===== src/rtl/sf_pkg.sv =====
// Shared definitions for the combo-move path: move codes (also used by
// the injector), the controller serial word layout and scheduler states.
package sf_pkg;

    // Move codes presented on move_out. The low two bits of a real move
    // equal the index of the button that requested it.
    localparam logic [2:0] MOVE_DFP  = 3'b000;
    localparam logic [2:0] MOVE_DBK  = 3'b001;
    localparam logic [2:0] MOVE_BDFP = 3'b010;
    localparam logic [2:0] MOVE_FDFP = 3'b011;
    localparam logic [2:0] MOVE_NONE = 3'b100;

    // Controller serial word: bit n is the nth button shifted out after
    // ctrl_latch (1 = pressed in the injected stream).
    localparam int SER_A      = 0;
    localparam int SER_B      = 1;
    localparam int SER_SELECT = 2;
    localparam int SER_START  = 3;
    localparam int SER_UP     = 4;
    localparam int SER_DOWN   = 5;
    localparam int SER_LEFT   = 6;
    localparam int SER_RIGHT  = 7;

    // Scheduler state encodings
    localparam logic [1:0] ST_IDLE     = 2'b00;
    localparam logic [1:0] ST_ISSUE    = 2'b01;
    localparam logic [1:0] ST_RUN      = 2'b10;
    localparam logic [1:0] ST_COOLDOWN = 2'b11;

    function automatic logic [2:0] button_to_move(input logic [1:0] idx);
        return {1'b0, idx};
    endfunction

endpackage


===== src/rtl/sync_debounce.sv =====
// One button input: 2-FF synchroniser followed by a stability counter.
//   clk_system  system clock
//   reset_n     async active-low reset (level resets to released = 1)
//   raw         asynchronous active-low button
//   level       debounced button level
//   press       one-cycle pulse on a debounced 1 -> 0 transition
module sync_debounce #(
    parameter int DEBOUNCE_CYCLES = 50000
) (
    input  logic clk_system,
    input  logic reset_n,
    input  logic raw,
    output logic level,
    output logic press
);

    localparam int CW = (DEBOUNCE_CYCLES > 1) ? $clog2(DEBOUNCE_CYCLES) : 1;
    localparam logic [CW-1:0] CNT_LAST = CW'(DEBOUNCE_CYCLES - 1);

    logic          sync_1;
    logic          sync_2;
    logic [CW-1:0] stable_cnt;

    always_ff @(posedge clk_system or negedge reset_n) begin
        if (!reset_n) begin
            sync_1     <= 1'b1;
            sync_2     <= 1'b1;
            level      <= 1'b1;
            stable_cnt <= '0;
            press      <= 1'b0;
        end else begin
            sync_1 <= raw;
            sync_2 <= sync_1;
            press  <= 1'b0;
            // stable_cnt counts consecutive samples that disagree with level
            if (sync_2 == level) begin
                stable_cnt <= '0;
            end else if (stable_cnt == CNT_LAST) begin
                level      <= sync_2;
                stable_cnt <= '0;
                press      <= level;   // old level 1 -> new level 0
            end else begin
                stable_cnt <= stable_cnt + 1'b1;
            end
        end
    end

endmodule


===== src/rtl/move_scheduler.sv =====
// Debounces the four move buttons, queues presses round-robin into a FIFO
// and issues them one at a time to the injector with a frame cooldown.
//   clk_system, reset_n        clock, async active-low reset
//   move_select[3:0]           raw active-low buttons (dfp, dbk, bdfp, fdfp)
//   ctrl_latch                 async console latch, one pulse per frame
//   inj_busy, inj_done         injector accept level / completion pulse
//   move_out, move_valid       issued move request
//   queue_count                FIFO occupancy
//   overflow, timeout_err      sticky error flags
//   frame_count                free-running ctrl_latch edge count
//
// state    | meaning
// IDLE     | waiting for a queued move
// ISSUE    | request on move_out, waiting for inj_busy or frame timeout
// RUN      | injector executing the move
// COOLDOWN | counting frames before the next issue
module move_scheduler
    import sf_pkg::*;
#(
    parameter int FIFO_DEPTH      = 4,
    parameter int DEBOUNCE_CYCLES = 50000,
    parameter int COOLDOWN_FRAMES = 2,
    parameter int TIMEOUT_FRAMES  = 8
) (
    input  logic       clk_system,
    input  logic       reset_n,
    input  logic [3:0] move_select,
    input  logic       ctrl_latch,
    input  logic       inj_busy,
    input  logic       inj_done,
    output logic [2:0] move_out,
    output logic       move_valid,
    output logic [2:0] queue_count,
    output logic       overflow,
    output logic       timeout_err,
    output logic [7:0] frame_count
);

    localparam int         PW      = $clog2(FIFO_DEPTH);
    localparam logic [2:0] DEPTH_Q = 3'(FIFO_DEPTH);
    localparam logic [7:0] TO_LAST = 8'(TIMEOUT_FRAMES - 1);
    localparam logic [7:0] CD_LAST = 8'(COOLDOWN_FRAMES - 1);

    logic [3:0]    btn_level;
    logic [3:0]    btn_press;
    logic          latch_s1, latch_s2, latch_s3;
    logic          latch_rise;
    logic [3:0]    pend;
    logic [1:0]    rr_ptr;
    logic          grant_any;
    logic [1:0]    grant_idx;
    logic [3:0]    grant_vec;
    logic [2:0]    mem [FIFO_DEPTH];
    logic [PW-1:0] wr_ptr, rd_ptr;
    logic [2:0]    count;
    logic          full, push, pop;
    logic [1:0]    state;
    logic [7:0]    wait_cnt;

    for (genvar i = 0; i < 4; i++) begin : g_btn
        sync_debounce #(.DEBOUNCE_CYCLES(DEBOUNCE_CYCLES)) u_dbnc (
            .clk_system (clk_system),
            .reset_n    (reset_n),
            .raw        (move_select[i]),
            .level      (btn_level[i]),
            .press      (btn_press[i])
        );
    end

    always_ff @(posedge clk_system or negedge reset_n) begin
        if (!reset_n) begin
            latch_s1 <= 1'b0;
            latch_s2 <= 1'b0;
            latch_s3 <= 1'b0;
        end else begin
            latch_s1 <= ctrl_latch;
            latch_s2 <= latch_s1;
            latch_s3 <= latch_s2;
        end
    end

    assign latch_rise = latch_s2 & ~latch_s3;

    // Scan from the highest offset down so the lowest offset from rr_ptr wins.
    always_comb begin
        grant_any = 1'b0;
        grant_idx = rr_ptr;
        for (int k = 3; k >= 0; k--) begin
            if (pend[2'(rr_ptr + k)]) begin
                grant_any = 1'b1;
                grant_idx = 2'(rr_ptr + k);
            end
        end
    end

    assign grant_vec   = grant_any ? (4'b0001 << grant_idx) : 4'b0000;
    assign full        = (count == DEPTH_Q);
    assign pop         = (state == ST_IDLE) && (count != 3'd0);
    // A full FIFO still takes the push when the head leaves this cycle.
    assign push        = grant_any && (!full || pop);
    assign queue_count = count;

    always_ff @(posedge clk_system) begin
        if (push) mem[wr_ptr] <= button_to_move(grant_idx);
    end

    always_ff @(posedge clk_system or negedge reset_n) begin
        if (!reset_n) begin
            pend     <= 4'b0000;
            rr_ptr   <= 2'd0;
            wr_ptr   <= '0;
            rd_ptr   <= '0;
            count    <= 3'd0;
            overflow <= 1'b0;
        end else begin
            // press and level both change on the same edge; the gate only
            // ties a queued press to a button that currently reads pressed
            pend <= (pend & ~grant_vec) | (btn_press & ~btn_level);
            if (grant_any) rr_ptr <= grant_idx + 2'd1;
            if (push) wr_ptr <= wr_ptr + 1'b1;
            if (pop)  rd_ptr <= rd_ptr + 1'b1;
            if (push && !pop)      count <= count + 3'd1;
            else if (pop && !push) count <= count - 3'd1;
            if (grant_any && !push) overflow <= 1'b1;
        end
    end

    always_ff @(posedge clk_system or negedge reset_n) begin
        if (!reset_n) begin
            state       <= ST_IDLE;
            move_out    <= MOVE_NONE;
            move_valid  <= 1'b0;
            timeout_err <= 1'b0;
            wait_cnt    <= 8'd0;
            frame_count <= 8'd0;
        end else begin
            if (latch_rise) frame_count <= frame_count + 8'd1;
            case (state)
                ST_IDLE: begin
                    if (pop) begin
                        move_out   <= mem[rd_ptr];
                        move_valid <= 1'b1;
                        wait_cnt   <= 8'd0;
                        state      <= ST_ISSUE;
                    end
                end
                ST_ISSUE: begin
                    // an accept on the final timeout frame still wins
                    if (inj_busy) begin
                        move_valid <= 1'b0;
                        state      <= ST_RUN;
                    end else if (latch_rise) begin
                        if (wait_cnt == TO_LAST) begin
                            move_valid  <= 1'b0;
                            move_out    <= MOVE_NONE;
                            timeout_err <= 1'b1;
                            state       <= ST_IDLE;
                        end else begin
                            wait_cnt <= wait_cnt + 8'd1;
                        end
                    end
                end
                ST_RUN: begin
                    if (inj_done || !inj_busy) begin
                        move_out <= MOVE_NONE;
                        wait_cnt <= 8'd0;
                        state    <= ST_COOLDOWN;
                    end
                end
                ST_COOLDOWN: begin
                    if (COOLDOWN_FRAMES == 0) begin
                        state <= ST_IDLE;
                    end else if (latch_rise) begin
                        if (wait_cnt == CD_LAST) state <= ST_IDLE;
                        else                     wait_cnt <= wait_cnt + 8'd1;
                    end
                end
                default: state <= ST_IDLE;
            endcase
        end
    end

endmodule


===== config.mk =====
export PLATFORM = sky130hd
export DESIGN_NAME = move_scheduler
export DESIGN_NICKNAME = d
export VERILOG_FILES = /design/src/rtl/sf_pkg.sv /design/src/rtl/sync_debounce.sv /design/src/rtl/move_scheduler.sv
export SDC_FILE = /design/constraint.sdc
export NUM_CORES = 1
export LEC_CHECK = 0
export ABC_AREA = 1
export CORE_MARGIN = 1
export CORE_UTILIZATION = 30
export DETAILED_ROUTE_END_ITERATION = 10
export PLACE_DENSITY = 0.55
export SLEW_MARGIN = 25
export SYNTH_ARGS = -nofsm -noshare
export SYNTH_HDL_FRONTEND = slang
export SYNTH_SLANG_ARGS = --single-unit

===== constraint.sdc =====
create_clock -name clk_system -period 6.4 [get_ports clk_system]
set_input_delay 1.28 -clock clk_system [delete_from_list [all_inputs] [get_ports clk_system]]
set_output_delay 1.28 -clock clk_system [all_outputs]
set_load 0.02 [all_outputs]

==> results of run 1 <==
==> synthesized netlist by cell type, types with 2 or more instances <==
library cell and n:
nor3b_1 4, inv_2 8, nor2_1 107, nand3b_1 2, buf_2 2, nor4_1 8, dfstp_2 13, nand4_1 8
a211oi_1 2, or2_2 13, or2_1 2, a31oi_1 2, nor2_2 6, nor3_2 6, dfrtp_1 107, nor2_4 2
nand2_2 16, nand3_1 55, xor2_1 35, o21ai_0 17, edfxtp_1 8, inv_1 103, o21ai_1 4, o21bai_1 2
nor3b_2 2, a21oi_1 17, nor3_4 2, nand2_1 151, nand2_4 2, o22ai_1 2, xnor2_1 10, ha_1 20
or2_0 2, or3_1 2, nor3_1 28, nand3_2 5, o21ai_2 7
==> power breakdown <==
part           internal (mW)  switching [mW]
clock network          0.593           0.372
logic                 0.0529          0.0679
registers              0.844          0.0251
==> layout make-up <==
type	count	area share, %
tap	280	4.42
clock buffer	19	5.71
clock inverter	13	1.74
multi-input combinational	549	38.4
sequential	128	41.1
inverter	112	5.36
timing repair buffer	26	3.27
==> sequential cells by signal (all words and copies together), names as in the netlist, 2 cells and up, named ones only <==
| signal | count |
|---|---|
| rr_ptr | 2 |
| g_btn.u_dbnc.sync_2 | 4 |
| g_btn.u_dbnc.sync_1 | 4 |
| g_btn.u_dbnc.press | 4 |
| g_btn.u_dbnc.stable_cnt | 64 |
| wait_cnt | 8 |
| pend | 4 |
| rd_ptr | 2 |
| frame_count | 8 |
| queue_count | 3 |
| mem | 8 |
| wr_ptr | 2 |
| g_btn.u_dbnc.level | 4 |
| move_out | 3 |
==> routing by layer <==
| metal | track usage [%] | share of wire (%) |
|---|---|---|
| met4 | 4.71 | 1.4 |
| met5 | 0 | 0 |
| met1 | 16.0 | 52 |
| met3 | 3.30 | 3.0 |
| met2 | 18.2 | 43 |
==> cells by family after synthesis <==
family / count (synthesis) / synth area share, %
buf+inv: 116 / 6.89
mux: 1 / 0.166
fa+ha+maj: 21 / 3.99
flops: 128 / 48.1
simple gates: 424 / 29.8
compound gates: 57 / 5.01
xor+xnor: 46 / 6.06
==> stage by stage <==
stage	hold WS, ps	worst slack (ps)
floorplan	331	4170
global placement	334	3640
detailed placement	348	3640
CTS	351	3550
global route	352	3510
finish	348	3570
==> worst paths after layout <==
kind | slack [ps] | start | cells past startpoint | end
setup / recovery | 3570 | move_out[2] | 1 | move_out[2]
hold / removal | 350 | latch_s1 | 0 | latch_s2
setup reg to reg | 3940 | rr_ptr[0] | 11 | queue_count[1]
hold reg to reg | 350 | latch_s1 | 0 | latch_s2
max in group asynchronous | 4370 | reset_n | 2 | g_btn[1].u_dbnc.stable_cnt[9]
min in group asynchronous | 800 | reset_n | 1 | wait_cnt[2]
==> cells in the final DEF (no fill, tap or decap), types with 3 or more instances in the layout <==
cell,instances
nor4_1,8
inv_2,8
or2_2,13
nand2_2,16
clkbuf_16,17
dfstp_2,13
nand2_1,151
ha_1,20
clkinv_4,3
clkinvlp_4,4
o21ai_2,7
inv_1,103
clkdlybuf4s50_1,24
xor2_1,35
a21oi_1,17
nor2_1,107
nor2_2,6
clkinv_2,3
nor3_1,28
dfrtp_1,107
nand3_2,5
nand4_1,8
xnor2_1,10
o21ai_1,4
edfxtp_1,8
o21ai_0,17
nand3_1,55
nor3b_1,4
nor3_2,6
==> out/metrics.cfg, run 1 <==
[outcome]
violations = design-rule violations
outcome = complete, but fails checks

[setup_path]
end_kind = output port
critPathBufInv = 1
cpMaxStageDelayCell = clkdlybuf4s50_1
cp_top_family = buffers and inverters
crit_fanout = 2
crit_path_max_incr_delay_ps = 610
crit_type = register to output port
critPathArrivalTime_ps = 1550
worstSetupStartpointType = register
cp.required_ps = 5120
crit_chain = clkdlybuf4s50_1

[timing]
worstMarginPinSlew_ps = 830
finalSetupTns_ps = 0
rsz0062_at_grt = false
relSlewSlack_pct = 44.7
finalCritPeriodShare_pct = 44.2
max_freq_ghz = 0.353
hold_viol_final = 0
drv_slew = 0
setup_viol = 0
clock_skew_ps = 7.28
min_period_ps = 2830

[routing]
first_pass_iters = 9
vias_per_cell = 4.40
wire_per_inst_um = 11.1
drcViolationCount = 2
num_vias = 4963
ant_nets = 0
drt_iter0_markers = 308
routed_wl_um = 12500

[min_path]
hp-class = register to register

[power_and_ir_drop]
finalPower_mw = 1.96
power_density_nw_per_um2 = 247
peakVddDrop_uv = 127
leakage_nw = 3.50

[floorplanning]
die_width_um = 152
die_h_um = 152
coreArea_sq_um = 22000
initial_core_util_pct = 30.8
ios = 26
row_count = 54
dieArea_sq_um = 23200

[final_layout]
postLayoutCellArea_sq_um = 7930
area_growth_pct = 17.1
final_nets = 864
layout.area.seq_sq_um = 3260
stdcell_count = 1127
diodes = 0
nFillCells = 2242
drive_gt1_share_pct = 14.4
final_util_pct = 36.1
multi_input_area_sq_um = 3050

[logic_synthesis]
synthArstFlopShare_pct = 93.8
synth_seq_area_share_pct = 48.1
netlist.area_leader.share_pct = 39.5
syn_inst = 793
synth_edf_count = 8
synth.area.top_cells = dfrtp_1 40%, nand2_1 8.4%, nor2_1 5.9%
syn-mean-instance-area_sq_um = 8.54
ys_ff_latch = 128
syn_area_sq_um = 6770
yosysTopAreaCell = dfrtp_1
synth_cell_types = 48
yosysWarnings = 0
synth_top_flop_cell = dfrtp_1
synth.net_count = 823

[clocking]
cts_setup_buffers = 0
h-tree-depth = 4
clkTransAtPathRegs_ps = 60
numCtsBuffers = 17
holdBufCountCts = 0
clockBufferDepth = 2
clk_latency_ps = 420
cts_sinks = 128
cts-resized-gates = 0
cts_tree = yes
cts_root_buffer = clkbuf_16

[global_routing]
antenna_found_initial = 0
grt_usage_pct = 11.9
overflow = 0
grt_pass1_wl_um = 22500
grt_pass1_vias = 4832
grt_max_degree = 67

[job]
cap_violations = 0

[placed_design]
io_buffers = 25
dp_cells = 1095
gp_congestion = 0.842
place_hpwl_um = 8810
placed_cell_area_sq_um = 7340

Note: power is estimated with default switching activity, not from simulation.
==> run 2: changes to the inputs <==
==> constraint.sdc (replaced) <==
create_clock -name clk_system -period 2.65 [get_ports clk_system]
set_input_delay 0.53 -clock clk_system [delete_from_list [all_inputs] [get_ports clk_system]]
set_output_delay 0.53 -clock clk_system [all_outputs]
set_load 0.02 [all_outputs]
==> out/metrics.cfg, run 2 (synthesized netlist as in run 1, its figures left out) <==
[placed_design]
dp_cells = 1097  ; +0.18%
gp_congestion = 0.856  ; +1.6%
io_buffers = 25  ; unchanged
place_hpwl_um = 8920  ; +1.2%

[outcome]
violations = design-rule violations
outcome = complete, but fails checks

[routing]
first_pass_iters = 10  ; +1
vias_per_cell = 4.41  ; +0.23%
drcViolationCount = 3  ; +1
met1_length_um = 6440  ; -1.8%
drt_iter0_markers = 230  ; -25%
met2_length_um = 5560  ; +2.9%
wire_per_inst_um = 11.1  ; +0.12%
top_layer = met4
wl_met3_um = 392  ; +3.2%
routed_wl_um = 12600  ; +0.30%
num_vias = 4983  ; +0.40%
ant_nets = 0  ; unchanged

[power_and_ir_drop]
p_comb_share_pct = 6.1  ; about the same
power_density_nw_per_um2 = 604  ; +150%
leakage_nw = 3.53  ; +0.93%
netSwitchingFraction_pct = 21.6  ; -2.2 points
power_frac_seq_pct = 43.6  ; -0.9 points
peakVddDrop_uv = 285  ; +120%
p_int_mw = 3.78  ; +150%
p_clk_share_pct = 50.3  ; +0.9 points
switchingPower_mw = 1.04  ; +120%

[final_layout]
top_register = g_btn.u_dbnc.stable_cnt
drive_gt1_share_pct = 14.0  ; -0.39 points
stdcell_count = 1129  ; +0.18%
diodes = 0  ; unchanged
nFillCells = 2203  ; -1.7%
mostFrequentLayoutCells = 151 x nand2_1, 107 x nor2_1, 106 x dfrtp_1, 103 x inv_1, 55 x nand3_1
largest_reg_flops = 64  ; unchanged
area_growth_pct = 17.9
final_nets = 866  ; +0.23%
layout_commonest_cell = nand2_1
final_util_pct = 36.4  ; +0.24 points

[global_routing]
overflow = 0  ; unchanged
grt_max_degree = 57  ; -15%
grt_pass1_wl_um = 22900  ; +1.8%
grt_pass1_vias = 4996  ; +3.4%
antenna_found_initial = 0  ; unchanged
grt_usage_pct = 12.0  ; +0.12 points

[timing]
min_period_ps = 2380
clock_skew_ps = 7.67  ; +0.383 ps
finalCritPeriodShare_pct = 90.0
setup_viol = 0  ; unchanged
hold_viol_final = 0  ; unchanged
relSlewSlack_pct = 64.4  ; +20 points
max_freq_ghz = 0.419
rsz0062_at_grt = false
drv_slew = 0  ; unchanged
finalSetupTns_ps = 0  ; unchanged
worstMarginPinSlew_ps = 535  ; -295 ps

[floorplanning]
row_count = 54  ; unchanged
die_width_um = 152  ; unchanged
coreArea_sq_um = 22000  ; unchanged
ios = 26  ; unchanged
dieArea_sq_um = 23200  ; unchanged
die_h_um = 152  ; unchanged
initial_core_util_pct = 30.8  ; unchanged

[clocking]
holdBufCountCts = 0  ; unchanged
h-tree-depth = 4  ; unchanged
numCtsBuffers = 17  ; unchanged
cts_root_buffer = clkbuf_16
cts_tree = yes
clockBufferDepth = 2  ; unchanged
clk_latency_ps = 410  ; about the same
cts_sinks = 128  ; unchanged
clkTransAtPathRegs_ps = 60  ; about the same

[setup_path]
cp_top_family = simple AND/OR/NAND/NOR gates
cpMaxStageDelayCell = dfrtp_2
critPathArrivalTime_ps = 2690  ; +1140 ps
worstSetupStartpointType = register
critPathBufInv = 3  ; +2
crit_path_max_incr_delay_ps = 490  ; -120 ps
cp.required_ps = 2950  ; -2170 ps
crit_type = register to register
end_kind = register
crit_fanout = 9  ; +7
crit_chain = inv_6 > nand2_2 > nand3_1 > nand2_1 > nor2_2 > nand3_4 > nand2_4 > inv_2 > ha_1 > inv_1 > fa_1 > mux2_2

[min_path]
hp-class = primary input to async pin

[job]
cap_violations = 0  ; unchanged

-- run 2: changes by cell type in the layout (fill, tap and decap cells not counted) --
cell | before | now
dfrtp_1 | 107 | 106
clkinv_2 | 3 | 2
bufinv_16 | 2 | 3
inv_4 | 1 | 0
dfrtp_2 | 0 | 1
buf_4 | 1 | 2
buf_12 | 0 | 1
clkbuf_16 | 17 | 18
clkbuf_1 | 0 | 6
clkbuf_8 | 2 | 3
clkinvlp_4 | 4 | 0
clkinv_4 | 3 | 0
-- run 2: final cells by class --
| cell class | count | area (sq um) | share of cell area (%) |
|---|---|---|---|
| tap | 280 | 350 | 4.39 |
| clock inverter | 5 | 100 | 1.25 |
| timing repair buffer | 28 | 287 | 3.59 |
| clock buffer | 27 | 514 | 6.44 |
| inverter | 112 | 425 | 5.33 |
| multi-input combinational | 549 | 3050 | 38.2 |
| sequential | 128 | 3260 | 40.8 |
-- run 2: metal layers --
metal | global-route usage (%) | up-vias
li1 | - | 2610
met1 | 15.8 | 2293
met2 | 19.3 | 65
met3 | 3.10 | 15
met4 | 4.03 | 0
met5 | 0 | -
-- run 2: what timing repair did --
action,in CTS,in global routing
resized for setup,0,1
hold endpoints to repair,0,0
buffers inserted,0,0
endpoints found under the setup margin,0,1
-- run 2: path summary, 6_finish.rpt --
kind | startpoint | to | slack (ps) | cells after the start
hold reg to reg | g_btn[0].u_dbnc.sync_1 | g_btn[0].u_dbnc.sync_2 | 350 | 0
min in group clk_system | g_btn[0].u_dbnc.sync_1 | g_btn[0].u_dbnc.sync_2 | 350 | 0
setup reg to reg | rr_ptr[0] | queue_count[1] | 270 | 12
hold / removal | reset_n | wait_cnt[5] | 60 | 1
setup / recovery | rr_ptr[0] | queue_count[1] | 270 | 12
max in group asynchronous | reset_n | g_btn[1].u_dbnc.level | 1840 | 2
-- run 2: power by group through the flow --
stage                     clock (mW)  sequential, mW  combinational [mW]
after floorplan                    0            2.17              0.0968
after global placement             0            2.13               0.298
after detailed placement           0            2.14               0.301
after CTS                       2.50            2.10               0.302
after global routing            2.58            2.11               0.333
final                           2.43            2.10               0.295
-- run 2: per-stage QoR --
| step | area (sq um) | hold slack [ps] | power (mW) | worst slack, ps |
|---|---|---|---|---|
| after floorplan | 6770 | 234 | 2.27 | 440 |
| after global placement | 7370 | 335 | 2.43 | 256 |
| after detailed placement | 7370 | 339 | 2.44 | 197 |
| after CTS | 7980 | 80.7 | 4.90 | 154 |
| after global routing | 7980 | 99.9 | 5.03 | 49.0 |
| final | 7980 | 57.4 | 4.82 | 266 |
